[src/rtl/atm_pkg.sv]
// Shared codes for the ATM keypad verifier and controller:
// status pulses, input styles, key codes, menu codes and a BCD compare helper.
package atm_pkg;

    localparam int MAX_DIGITS_DEF = 4;

    localparam logic [3:0] ST_IDLE           = 4'h0;
    localparam logic [3:0] ST_ACC_FOUND      = 4'h1;
    localparam logic [3:0] ST_ACC_NOT_FOUND  = 4'h2;
    localparam logic [3:0] ST_PIN_CORRECT    = 4'h3;
    localparam logic [3:0] ST_PIN_INCORRECT  = 4'h4;
    localparam logic [3:0] ST_AMT_VALID      = 4'h5;
    localparam logic [3:0] ST_AMT_INVALID    = 4'h6;
    localparam logic [3:0] ST_EXIT           = 4'h7;
    localparam logic [3:0] ST_INPUT_COMPLETE = 4'h8;

    localparam logic [3:0] IS_SINGLE_KEY      = 4'd1;
    localparam logic [3:0] IS_ACC_NUMBER      = 4'd2;
    localparam logic [3:0] IS_PIN_NUMBER      = 4'd3;
    localparam logic [3:0] IS_MENU_SELECTION  = 4'd4;
    localparam logic [3:0] IS_CURRENCY_TYPE   = 4'd5;
    localparam logic [3:0] IS_CURRENCY_AMOUNT = 4'd6;

    localparam logic [3:0] KEY_DIGIT_MAX = 4'h9;
    localparam logic [3:0] KEY_ENTER     = 4'hA;
    localparam logic [3:0] KEY_CLEAR     = 4'hB;
    localparam logic [3:0] KEY_CANCEL    = 4'hC;

    localparam logic [1:0] MENU_BALANCE  = 2'd0;
    localparam logic [1:0] MENU_CONVERT  = 2'd1;
    localparam logic [1:0] MENU_WITHDRAW = 2'd2;
    localparam logic [1:0] MENU_TRANSFER = 2'd3;

    typedef enum logic [1:0] {
        S_COLLECT = 2'd0,
        S_LOOKUP  = 2'd1,
        S_REPORT  = 2'd2
    } verify_state_e;

    // a <= b over four BCD digits, most significant digit decides first
    function automatic logic bcd_le(input logic [15:0] a, input logic [15:0] b);
        logic result;
        logic decided;
        result  = 1'b1;
        decided = 1'b0;
        for (int i = 3; i >= 0; i--) begin
            if (!decided && (a[4*i +: 4] != b[4*i +: 4])) begin
                result  = (a[4*i +: 4] < b[4*i +: 4]);
                decided = 1'b1;
            end
        end
        return result;
    endfunction

endpackage

[src/rtl/atm_account_rom.sv]
// Account table: combinational index lookup returning the BCD account number and PIN.
import atm_pkg::*;

module atm_account_rom #(
    parameter int NUM_ACCOUNTS = 4
) (
    input  logic [3:0]  idx_i,
    output logic [15:0] acct_num_o,
    output logic [15:0] pin_o
);

    localparam logic [15:0] ACCT_0 = 16'h4321;
    localparam logic [15:0] PIN_0  = 16'h1111;
    localparam logic [15:0] ACCT_1 = 16'h5678;
    localparam logic [15:0] PIN_1  = 16'h2468;
    localparam logic [15:0] ACCT_2 = 16'h1234;
    localparam logic [15:0] PIN_2  = 16'h9876;
    localparam logic [15:0] ACCT_3 = 16'h1234;
    localparam logic [15:0] PIN_3  = 16'h5555;

    // Unpopulated slots read as non-BCD so they can never match a keyed entry
    always_comb begin
        acct_num_o = 16'hFFFF;
        pin_o      = 16'hFFFF;
        if (32'(idx_i) < NUM_ACCOUNTS) begin
            unique case (idx_i)
                4'd0: begin acct_num_o = ACCT_0; pin_o = PIN_0; end
                4'd1: begin acct_num_o = ACCT_1; pin_o = PIN_1; end
                4'd2: begin acct_num_o = ACCT_2; pin_o = PIN_2; end
                4'd3: begin acct_num_o = ACCT_3; pin_o = PIN_3; end
                default: begin
                    acct_num_o = {12'h900, idx_i};
                    pin_o      = {12'h000, idx_i};
                end
            endcase
        end
    end

endmodule

[src/rtl/atm_keypad_verifier.sv]
// Keypad entry collector and verifier: assembles BCD entries per input style
// and answers the controller with registered one-cycle status pulses.
import atm_pkg::*;

module atm_keypad_verifier #(
    parameter int NUM_ACCOUNTS   = 4,
    parameter int MAX_DIGITS     = MAX_DIGITS_DEF,
    parameter int NUM_CURRENCIES = 3
) (
    input  logic        clk,
    input  logic        rst,
    input  logic        key_valid,
    input  logic [3:0]  key_code,
    input  logic [3:0]  input_style,
    input  logic [15:0] avail_balance,
    output logic [3:0]  status_code,
    output logic        status_valid,
    output logic [1:0]  menu_sel,
    output logic [1:0]  currency_sel,
    output logic [15:0] amount,
    output logic [3:0]  acct_index,
    output logic [2:0]  digit_count,
    output logic        busy
);

    localparam int         BUF_W     = 4 * MAX_DIGITS;
    localparam logic [2:0] FULL_CNT  = 3'(MAX_DIGITS);
    localparam logic [3:0] LAST_SCAN = 4'(NUM_ACCOUNTS - 1);

    verify_state_e state_q, state_d;
    logic [3:0]       style_q, style_d;
    logic [BUF_W-1:0] buf_q, buf_d;
    logic [2:0]       cnt_q, cnt_d;
    logic [3:0]       status_q, status_d;
    logic [1:0]       menu_q, menu_d;
    logic [1:0]       cur_q, cur_d;
    logic [15:0]      amount_q, amount_d;
    logic [3:0]       acct_q, acct_d;
    logic [3:0]       scan_q, scan_d;
    logic             found_q, found_d;
    logic [3:0]       fidx_q, fidx_d;

    logic             style_chg;
    logic             style_ok;
    logic [BUF_W-1:0] base_buf;
    logic [2:0]       base_cnt;
    logic [15:0]      base16;
    logic [15:0]      buf16;
    logic [3:0]       rom_idx;
    logic [15:0]      rom_acct;
    logic [15:0]      rom_pin;
    logic [3:0]       pulse;
    logic             match;

    // A style change discards any partial entry before the key of that cycle is applied
    assign style_chg = (input_style != style_q);
    assign style_ok  = (input_style >= IS_SINGLE_KEY) && (input_style <= IS_CURRENCY_AMOUNT);
    assign base_buf  = style_chg ? '0 : buf_q;
    assign base_cnt  = style_chg ? 3'd0 : cnt_q;

    generate
        if (BUF_W >= 16) begin : g_wide
            assign base16 = base_buf[15:0];
            assign buf16  = buf_q[15:0];
        end else begin : g_narrow
            assign base16 = {{(16-BUF_W){1'b0}}, base_buf};
            assign buf16  = {{(16-BUF_W){1'b0}}, buf_q};
        end
    endgenerate

    assign rom_idx = (state_q == S_LOOKUP) ? scan_q : acct_q;
    assign match   = (rom_acct == buf16);

    atm_account_rom #(
        .NUM_ACCOUNTS (NUM_ACCOUNTS)
    ) u_rom (
        .idx_i      (rom_idx),
        .acct_num_o (rom_acct),
        .pin_o      (rom_pin)
    );

    always_ff @(posedge clk) begin
        if (rst) begin
            state_q  <= S_COLLECT;
            style_q  <= '0;
            buf_q    <= '0;
            cnt_q    <= '0;
            status_q <= '0;
            menu_q   <= '0;
            cur_q    <= '0;
            amount_q <= '0;
            acct_q   <= '0;
            scan_q   <= '0;
            found_q  <= 1'b0;
            fidx_q   <= '0;
        end else begin
            state_q  <= state_d;
            style_q  <= style_d;
            buf_q    <= buf_d;
            cnt_q    <= cnt_d;
            status_q <= status_d;
            menu_q   <= menu_d;
            cur_q    <= cur_d;
            amount_q <= amount_d;
            acct_q   <= acct_d;
            scan_q   <= scan_d;
            found_q  <= found_d;
            fidx_q   <= fidx_d;
        end
    end

    always_comb begin
        state_d  = state_q;
        style_d  = style_q;
        buf_d    = buf_q;
        cnt_d    = cnt_q;
        status_d = ST_IDLE;
        menu_d   = menu_q;
        cur_d    = cur_q;
        amount_d = amount_q;
        acct_d   = acct_q;
        scan_d   = scan_q;
        found_d  = found_q;
        fidx_d   = fidx_q;
        pulse    = ST_IDLE;

        unique case (state_q)
            S_COLLECT: begin
                style_d = input_style;
                buf_d   = base_buf;
                cnt_d   = base_cnt;
                if (key_valid && style_ok) begin
                    if (key_code == KEY_CANCEL) begin
                        pulse = ST_EXIT;
                    end else if (input_style == IS_SINGLE_KEY) begin
                        if (key_code <= KEY_CLEAR) pulse = ST_INPUT_COMPLETE;
                    end else if (input_style == IS_MENU_SELECTION) begin
                        if (key_code <= 4'd3) begin
                            menu_d = key_code[1:0];
                            pulse  = ST_INPUT_COMPLETE;
                        end
                    end else if (input_style == IS_CURRENCY_TYPE) begin
                        if (32'(key_code) < NUM_CURRENCIES) begin
                            cur_d = key_code[1:0];
                            pulse = ST_INPUT_COMPLETE;
                        end
                    end else if (key_code <= KEY_DIGIT_MAX) begin
                        if (base_cnt < FULL_CNT) begin
                            buf_d = {base_buf[BUF_W-5:0], key_code};
                            cnt_d = base_cnt + 3'd1;
                        end
                    end else if (key_code == KEY_CLEAR) begin
                        buf_d = '0;
                        cnt_d = 3'd0;
                    end else if (key_code == KEY_ENTER) begin
                        if (input_style == IS_ACC_NUMBER) begin
                            if (base_cnt != FULL_CNT) begin
                                pulse = ST_ACC_NOT_FOUND;
                            end else begin
                                state_d = S_LOOKUP;
                                scan_d  = '0;
                                found_d = 1'b0;
                                fidx_d  = '0;
                            end
                        end else if (input_style == IS_PIN_NUMBER) begin
                            pulse = ((base_cnt == FULL_CNT) && (base16 == rom_pin))
                                    ? ST_PIN_CORRECT : ST_PIN_INCORRECT;
                        end else begin
                            if ((base16 != 16'h0) && bcd_le(base16, avail_balance)) begin
                                pulse    = ST_AMT_VALID;
                                amount_d = base16;
                            end else begin
                                pulse = ST_AMT_INVALID;
                            end
                        end
                    end
                end
                if (pulse != ST_IDLE) begin
                    status_d = pulse;
                    buf_d    = '0;
                    cnt_d    = 3'd0;
                    state_d  = S_REPORT;
                end
            end

            // Full-length scan; the first hit is remembered, later hits ignored
            S_LOOKUP: begin
                if (match && !found_q) begin
                    found_d = 1'b1;
                    fidx_d  = scan_q;
                end
                if (scan_q == LAST_SCAN) begin
                    if (found_q || match) begin
                        status_d = ST_ACC_FOUND;
                        acct_d   = found_q ? fidx_q : scan_q;
                    end else begin
                        status_d = ST_ACC_NOT_FOUND;
                    end
                    buf_d   = '0;
                    cnt_d   = 3'd0;
                    state_d = S_REPORT;
                end else begin
                    scan_d = scan_q + 4'd1;
                end
            end

            S_REPORT: state_d = S_COLLECT;

            default: state_d = S_COLLECT;
        endcase
    end

    assign status_code  = status_q;
    assign status_valid = (status_q != ST_IDLE);
    assign menu_sel     = menu_q;
    assign currency_sel = cur_q;
    assign amount       = amount_q;
    assign acct_index   = acct_q;
    assign digit_count  = cnt_q;
    assign busy         = (state_q == S_LOOKUP);

endmodule

[config.mk]
export PLATFORM = sky130hd
export DESIGN_NAME = atm_keypad_verifier
export DESIGN_NICKNAME = d
export VERILOG_FILES = /design/src/rtl/atm_pkg.sv /design/src/rtl/atm_account_rom.sv /design/src/rtl/atm_keypad_verifier.sv
export SDC_FILE = /design/constraint.sdc
export NUM_CORES = 1
export LEC_CHECK = 0
export BUFFER_PORTS_ARGS = -buffer_cell sky130_fd_sc_hd__buf_2
export CAP_MARGIN = 20
export CORE_MARGIN = 4
export CORE_UTILIZATION = 58
export CTS_CLUSTER_DIAMETER = 50
export DETAILED_ROUTE_END_ITERATION = 8
export GPL_TIMING_DRIVEN = 0
export MAX_ROUTING_LAYER = met4
export PLACE_DENSITY = 0.81
export REMOVE_ABC_BUFFERS = 1
export SETUP_SLACK_MARGIN = 0.1
export SLEW_MARGIN = 10
export SYNTH_ARGS = -nofsm -noshare
export SYNTH_HDL_FRONTEND = slang
export SYNTH_HIERARCHICAL = 1
export SYNTH_SLANG_ARGS = --single-unit
export TNS_END_PERCENT = 20
[constraint.sdc]
create_clock -name clk -period 4.6 [get_ports clk]
set_input_delay 0.23 -clock clk [delete_from_list [all_inputs] [get_ports clk]]
set_output_delay 0.23 -clock clk [all_outputs]
set_load 0.01 [all_outputs]
==> metrics.md, run 1 <==
| Metric | Value |
|---|---|
| Status | `completed` |
| Port Buffers | `59` |
| Most frequent standard cell in the layout excluding fill and tap cells | `sky130_fd_sc_hd__nand2_1` |
| Final antenna diode count | `0` |
| Top post-synthesis cells by area | `sky130_fd_sc_hd__dfxtp_1 28%, sky130_fd_sc_hd__nand2_1 5.5%, sky130_fd_sc_hd__a22o_1 4.9%, sky130_fd_sc_hd__ha_1 4.8%, sky130_fd_sc_hd__nor2_1 4.4%` |
| Cell chain of the critical path | `xnor2_2 -> and4_2 -> nand2_1 -> inv_1 -> ha_1 -> and4_1 -> o32a_2 -> o211a_1 -> o2111a_1 -> nor3_2 -> nand4_1 -> nand2_1 -> a21oi_1` |
| Max Transition Viols Final | `0` |
| Worst Skew | `0.00675 ns` |
| Clock tree from TritonCTS | `yes` |
| Commonest cells after routing, fill and taps aside | `65 x sky130_fd_sc_hd__nand2_1, 62 x sky130_fd_sc_hd__dfxtp_1, 59 x sky130_fd_sc_hd__buf_2` |
| Die Height | `95.6 microns` |
| Clk_lat worst skew | `0.35 ns` |
| Pin count of the biggest net entering global routing | `45` |
| Post-Synthesis Cell Area | `0.00445 sq mm` |
| Area fraction of the dominant cell type after synthesis | `0.279` |
| Area growth from synthesis to final layout | `6.88%` |
| Row Count | `31` |
| Number of stages on the worst hold path | `2` |
| Synth Area in Compound Gates | `0.205` |
| Routed WL | `11200 microns` |
| Vias in the first global route | `3885` |
| Worst slew margin relative to its limit | `0.432` |
| DP Wirelength | `8200 microns` |
| Cell occurring most often along the worst timing path | `sky130_fd_sc_hd__nand2_1` |
| Placer's final routability congestion estimate | `0.945` |
| Data arrival time at the worst-slack endpoint | `4.42 ns` |
| Combinational family with the most area after synthesis | `simple AND/OR/NAND/NOR gates` |
| Clock network fraction of design power | `0.459` |
| Chip Width | `95.6 microns` |
| Layout cells sized above 1 | `0.170` |
| Clock root buffer | `sky130_fd_sc_hd__clkbuf_8` |
| Post-synth EDFFs | `0` |
| Share of the yosys chip area belonging to registers | `0.279` |
| Post-Synth Simple-Gate Area | `0.273` |
| TritonCTS Buffers | `9` |
| ANT nets after route | `0` |
| Net switching component of the power | `0.000290 W` |
| Crit-path slowest cell | `sky130_fd_sc_hd__and4_2` |
| Switching share of total power | `0.242` |
| Post-Syn Instances | `564` |
| Final critical path time including I/O delays and setup | `4.23 ns` |
| Final sum of negative setup slack | `0 ns` |
| GRT Resource Usage Total | `0.259` |
| Worst-margin pin slew | `0.852 ns` |
| Largest area contributor in the synthesized netlist | `sky130_fd_sc_hd__dfxtp_1` |
| Effective utilization at floorplan | `0.604` |
| Worst Setup Path Type | `register to register` |
| Setup repair after global routing missed its margin | `false` |
| Routed vias | `4127` |
| Total of max-cap violations | `0` |
| Most used flip-flop cell after synthesis | `sky130_fd_sc_hd__dfxtp_1` |
| Nature of the critical path endpoint | `register` |
| Delay contributed by the slowest stage of the critical path | `0.69 ns` |
| Sinks on Clock Net | `62` |
| Required time reported for the critical path endpoint | `4.79 ns` |
| Top fanout value on the critical path | `34` |
| Violation count after the first detailed-route iteration | `245` |
| Die area | `0.00914 sq mm` |
| Kind of start point of the critical path | `register` |
| Remaining global-route overflow | `0` |
| Detail-routed via count per cell | `6.02` |
| Syn avg cell area | `7.90 sq um` |
| Total leakage power | `2.16 nW` |
| DRC Markers | `0` |
| Standard cell core area | `0.00737 sq mm` |
| Number of endpoints with negative hold slack in the final report | `0` |
| Post-route insts no fill | `686` |
| Total number of H-tree levels | `3` |
| Register-to-Register Path Depth | `13` |
| Clock Path Buffers | `2` |
| Seq pwr share | `0.456` |
| Count of fill cells added during filler insertion | `654` |
| Power density cells | `252 mW/mm^2` |
| Number of hold buffers added after cts | `0` |
| Share of synthesized registers carrying an async set or reset | `0` |
| # setup viols final | `0` |
| Internal power consumption | `0.000908 W` |
| Number of distinct standard cells referenced by the synthesized netlist | `72` |
| Warnings from Yosys | `6` |
| Share of synthesized area spent on multiplexers | `0.0275` |
| Type of the most critical hold path | `primary input to register` |
| Net total in the final layout | `627` |
| Combinational share of power | `0.085` |
| Adder-cell area share of the yosys netlist | `0.0500` |
| Xor and xnor fraction of the mapped netlist area | `0.0660` |
| Final critical-path share of the clock period | `0.920` |
| Achievable clock frequency | `0.236 GHz` |
| Wire length of the first global-routing pass | `18100 microns` |
| Detailed-router iteration count before antenna repair | `5` |
| Synthesis-stage register bit count | `62` |
| Routed len/inst | `16.4 microns` |
| Post-CTS Setup Bufs | `0` |
| Count of boundary I/O pins | `60` |
| Worst IR drop on VDD | `0.000181 V` |
| Initial antenna violation count | `0` |
| CTS clock-pin slew for the worst setup and hold paths | `0.07 ns` |
| Number of cells after detailed placement | `670` |
-- state kept, by name, summed over array words and instances, names as in the netlist --
| name | flops |
|---|---|
| fidx_q | 4 |
| menu_sel | 2 |
| digit_count | 3 |
| style_q | 4 |
| acct_index | 4 |
| currency_sel | 2 |
| status_code | 4 |
| amount | 16 |
| buf16 | 16 |
| state_q | 2 |
| scan_q | 4 |
| found_q | 1 |
-- critical path: cells and delay by family (launching register included) --
kind / cells / cell delay [ns]
AND/OR/NAND/NOR: 6 / 2.25
adder cells (fa/ha/maj): 1 / 0.24
XOR/XNOR: 1 / 0.19
flip-flops: 1 / 0.34
AO/OA/AOI/OAI: 4 / 0.92
buffers and inverters: 1 / 0.12
-- logic make-up (layout without fill, tap and decap cells) --
logic type      Yosys count  in the layout
compound gates          133            133
xor+xnor                 31             31
fa+ha+maj                18             18
buf+inv                  75             97
flops                    62             62
mux                      12             12
other cells               1              2
simple gates            232            232
-- metal layers --
metal | track usage | part of all wire | up-vias
met5 | - | 0 | -
met4 | 0.0900 | 0.014 | 0
met3 | 0.0505 | 0.064 | 16
met2 | 0.424 | 0.49 | 126
met1 | 0.318 | 0.43 | 1966
li1 | - | - | 2019
-- synthesized netlist by cell type (all sizes together), types with 4 or more instances --
cell type	n
nand2b	5
nor2	52
dfxtp	62
nor4bb	6
nand2	65
ha	17
nand4	10
xor2	19
clkbuf	22
nand3	20
nor2b	7
nor4	5
a21oi	37
and3	6
a22o	25
mux2i	10
nor3	8
xnor2	12
inv	22
buf	31
and2	20
a32o	4
a22oi	5
and4	4
a21o	7
o21ai	31
-- through the flow --
step	cell area (sq um)	utilization	setup WS, ns	hold WS, ns	total power [W]
4_1_cts	4750	0.644	0.169	0.186	0.00120
3_3_place_gp	4520	0.613	-0.0532	0.436	0.000654
3_5_place_dp	4520	0.613	-0.146	0.441	0.000657
2_1_floorplan	4100	-	0.710	0.299	0.000613
6_report	4760	0.646	0.366	0.204	0.00120
5_1_grt	4760	0.646	0.127	0.222	0.00124
-- worst paths after layout --
check	slack [ns]	startpoint	endpoint
worst max-delay path	0.37	style_q[2]	amount[11]
worst min-delay path	0.20	key_code[2]	buf16[2]
worst max register to register	0.37	style_q[2]	amount[11]
worst min register to register	0.45	amount[12]	amount[12]
-- area by class of cell --
cell class	count	area, sq um	area share
multi-input cells	428	2790	0.586
flip-flops and latches	62	1240	0.261
repair buffers	60	303	0.0636
clock buffers	11	151	0.0318
well taps	99	124	0.0260
inverters	22	82.6	0.0174
clock inverters	4	70.1	0.0147
-- timing repair --
item	4_1_cts	5_1_grt
hold endpoints to repair	0	0
gates cloned	0	0
pin swaps	0	0
endpoints found under the setup margin	23	19
resized for setup	2	3
-- power by group through the flow --
stage	Sequential, W	Clock, W	Combinational, W
floorplan	0.000557	0	0.0000568
global placement	0.000557	0	0.0000964
detailed placement	0.000558	0	0.0000996
CTS	0.000545	0.000557	0.000100
global route	0.000545	0.000582	0.000112
finish	0.000545	0.000550	0.000102
No activity file was read; power rests on OpenSTA's default activity.
==> run 2, diff against run 1 <==
- CORE_MARGIN: 4 -> 2
==> run 2 against run 1 <==
  * Setup slack better by 0.015 ns
  * Hold slack better by 0.0020 ns
  * Critical path depth stayed put
  * Global-route usage is 2.6 points higher
  * Wire length is 1.1% higher
  * Sequential cell count stayed put
  * Critical path type unchanged
  * Clock power is 2% lower
  * Largest cell class unchanged
  * Via count is 1.3% higher
  * Design area hardly changed
  * Power is 0.76% lower
==> metrics.md, run 2 (synthesis results as in run 1) <==
| Metric | Value |
|---|---|
| Status | `completed` |
| Top fanout value on the critical path | `18 (-47%)` |
| Max Transition Viols Final | `0 (unchanged)` |
| Final antenna diode count | `0 (unchanged)` |
| DP Wirelength | `8050 microns (-1.8%)` |
| Final core utilization | `0.650 (+0.00393)` |
| Net total in the final layout | `627 (unchanged)` |
| Pin count of the biggest net entering global routing | `45 (unchanged)` |
| Remaining global-route overflow | `0 (unchanged)` |
| Total number of H-tree levels | `3 (unchanged)` |
| Clk_lat worst skew | `0.35 ns (about the same)` |
| Nature of the critical path endpoint | `register` |
| Register-to-Register Path Depth | `13 (unchanged)` |
| Die Height | `91.6 microns (-4.2%)` |
| Area growth from synthesis to final layout | `6.97% (about the same)` |
| GRT Resource Usage Total | `0.285 (+0.0256)` |
| Data arrival time at the worst-slack endpoint | `4.41 ns (about the same)` |
| Sinks on Clock Net | `62 (unchanged)` |
| Standard cell core area | `0.00733 sq mm (-0.53%)` |
| Detail-routed via count per cell | `6.09 (+1.2%)` |
| Type of the most critical hold path | `primary input to register` |
| Cell chain of the critical path | `xnor2_1 -> and4_2 -> buf_8 -> and2_1 -> ha_1 -> and4_1 -> o32a_2 -> o211a_1 -> o2111a_1 -> nor3_2 -> nand4_1 -> nand2_1 -> a21oi_1` |
| TritonCTS Buffers | `9 (unchanged)` |
| Total leakage power | `2.15 nW (-0.13%)` |
| End of the worst hold path | `style_q[3]` |
| Clock Path Buffers | `2 (unchanged)` |
| Worst Skew | `0.00853 ns (+0.00178 ns)` |
| Most frequent standard cell in the layout excluding fill and tap cells | `sky130_fd_sc_hd__nand2_1` |
| Routed vias | `4182 (+1.3%)` |
| Routed WL | `11300 microns (+1.1%)` |
| Detailed-router iteration count before antenna repair | `5 (unchanged)` |
| Row Count | `31 (unchanged)` |
| Die area | `0.00839 sq mm (-8.2%)` |
| Kind of start point of the critical path | `register` |
| Vias in the first global route | `3913 (+0.72%)` |
| Start point of the worst min-delay path | `input_style[3]` |
| Worst-margin pin slew | `0.863 ns (+0.0114 ns)` |
| CTS clock-pin slew for the worst setup and hold paths | `0.07 ns (about the same)` |
| ANT nets after route | `0 (unchanged)` |
| Met2 capacity usage during global routing | `0.464 (+0.0406)` |
| Count of boundary I/O pins | `60 (unchanged)` |
| Achievable clock frequency | `0.237 GHz (+0.36%)` |
| Worst IR drop on VDD | `0.000218 V (+20%)` |
| Violation count after the first detailed-route iteration | `295 (+20%)` |
| Effective utilization at floorplan | `0.607 (+0.00320)` |
| Chip Width | `91.6 microns (-4.2%)` |
| Delay contributed by the slowest stage of the critical path | `0.65 ns (-0.04 ns)` |
| Worst Setup Path Type | `register to register` |
| Most Crowded Layer GR | `met2` |
| Crit-path slowest cell | `sky130_fd_sc_hd__nand4_1` |
| Port Buffers | `59 (unchanged)` |
| DRC Markers | `0 (unchanged)` |
| Area after detailed placement | `0.00454 sq mm (+0.33%)` |
| Critical R2R Launch | `style_q[0]` |
| Number of endpoints with negative hold slack in the final report | `0 (unchanged)` |
| Register-to-Register Setup Slack | `0.38 ns (+0.02 ns)` |
| Final critical-path share of the clock period | `0.917 (-0.00327)` |
| Layout cells sized above 1 | `0.170 (-0.000290)` |
| Clock tree from TritonCTS | `yes` |
| Post-Layout Inst Area | `0.00476 sq mm (about the same)` |
| # setup viols final | `0 (unchanged)` |
| Required time reported for the critical path endpoint | `4.79 ns (about the same)` |
| Routed len/inst | `16.5 microns (+0.95%)` |
| Final critical path time including I/O delays and setup | `4.22 ns (-0.0150 ns)` |
| Wire length of the first global-routing pass | `18800 microns (+4.1%)` |
| Initial antenna violation count | `0 (unchanged)` |
| Number of hold buffers added after cts | `0 (unchanged)` |
| Number of stages on the worst hold path | `3 (+1)` |
| Worst slew margin relative to its limit | `0.424 (-0.00762)` |
| Setup repair after global routing missed its margin | `false` |
| Total of max-cap violations | `0 (unchanged)` |
| Placer's final routability congestion estimate | `0.944 (-0.13%)` |
| Global routing met1 resource utilization | `0.363 (+0.0455)` |
| Routing usage on met3 | `0.0353 (-0.0152)` |
| Commonest cells after routing, fill and taps aside | `65 x sky130_fd_sc_hd__nand2_1, 62 x sky130_fd_sc_hd__dfxtp_1, 59 x sky130_fd_sc_hd__buf_2` |
| Count of fill cells added during filler insertion | `613 (-6.3%)` |
| Clock root buffer | `sky130_fd_sc_hd__clkbuf_8` |
| Power density cells | `249 mW/mm^2 (-0.84%)` |
| Reg-to-Reg End | `amount[8]` |
| Post-CTS Setup Bufs | `0 (unchanged)` |
[run 2: cell types whose count changed in the layout (fill, tap and decap cells not counted), sizes merged]
cell / change
clkbuf: +1
[run 2: per-stage QoR]
step	total power (W)	worst slack, ns	setup TNS [ns]	cells	hold slack (ns)
final	0.00119	0.381	0	687	0.206
after detailed placement	0.000659	-0.119	-0.632	671	0.442
after CTS	0.00119	0.140	0	687	0.206
after global placement	0.000654	-0.0655	-0.706	670	0.435
after global routing	0.00122	0.160	0	687	0.224
after floorplan	0.000613	0.710	0	512	0.299
[run 2: per-layer routing]
metal / part of all wire / routed length (microns) / vias up
met2: 0.48 / 5420 / 154
li1: - / - / 2012
met4: 0.019 / 221 / 0
met3: 0.066 / 745 / 24
met5: 0 / 0 / -
met1: 0.44 / 4950 / 1992
[run 2: how the worst max path moves through the flow]
stage / startpoint / end / slack (ns) / depth (start not counted)
finish: style_q[0] / amount[8] / 0.38 / 13
global route: state_q[1] / buf16[3] / 0.16 / 15
CTS: state_q[1] / buf16[3] / 0.14 / 15
detailed placement: state_q[1] / buf16[3] / -0.12 / 15
global placement: input_style[0] / buf16[2] / -0.07 / 14
floorplan: state_q[1] / buf16[1] / 0.71 / 15
[run 2: power breakdown]
group	switching [W]	internal, W	total (W)
sequential	0.00000487	0.000541	0.000545
combinational	0.0000657	0.0000381	0.000104
clock	0.000220	0.000319	0.000539
total	0.000291	0.000897	0.00119
[run 2: critical path, delay by kind of cell (launching register included)]
family,cells,cell delay (ns)
AOI/OAI and AO/OA,4,0.89
DFF,1,0.33
and+or+nand+nor,6,2.14
buffers and inverters,1,0.21
xor gates and xnor gates,1,0.20
adders and majority gates,1,0.27
[run 2: repair_timing]
item | CTS | global route
setup endpoints to repair | 13 | 35
gates resized for setup | 1 | 5
pin swaps | 0 | 1
[run 2: final cells by class]
| type | count | area, sq um | area share |
|---|---|---|---|
| Clock buffer | 12 | 145 | 0.0305 |
| Clock inverter | 4 | 70.1 | 0.0147 |
| Inverter | 22 | 82.6 | 0.0173 |
| Multi-Input combinational cell | 428 | 2790 | 0.586 |
| Sequential cell | 62 | 1240 | 0.261 |
| Tap cell | 99 | 124 | 0.0260 |
| Timing Repair Buffer | 60 | 310 | 0.0651 |
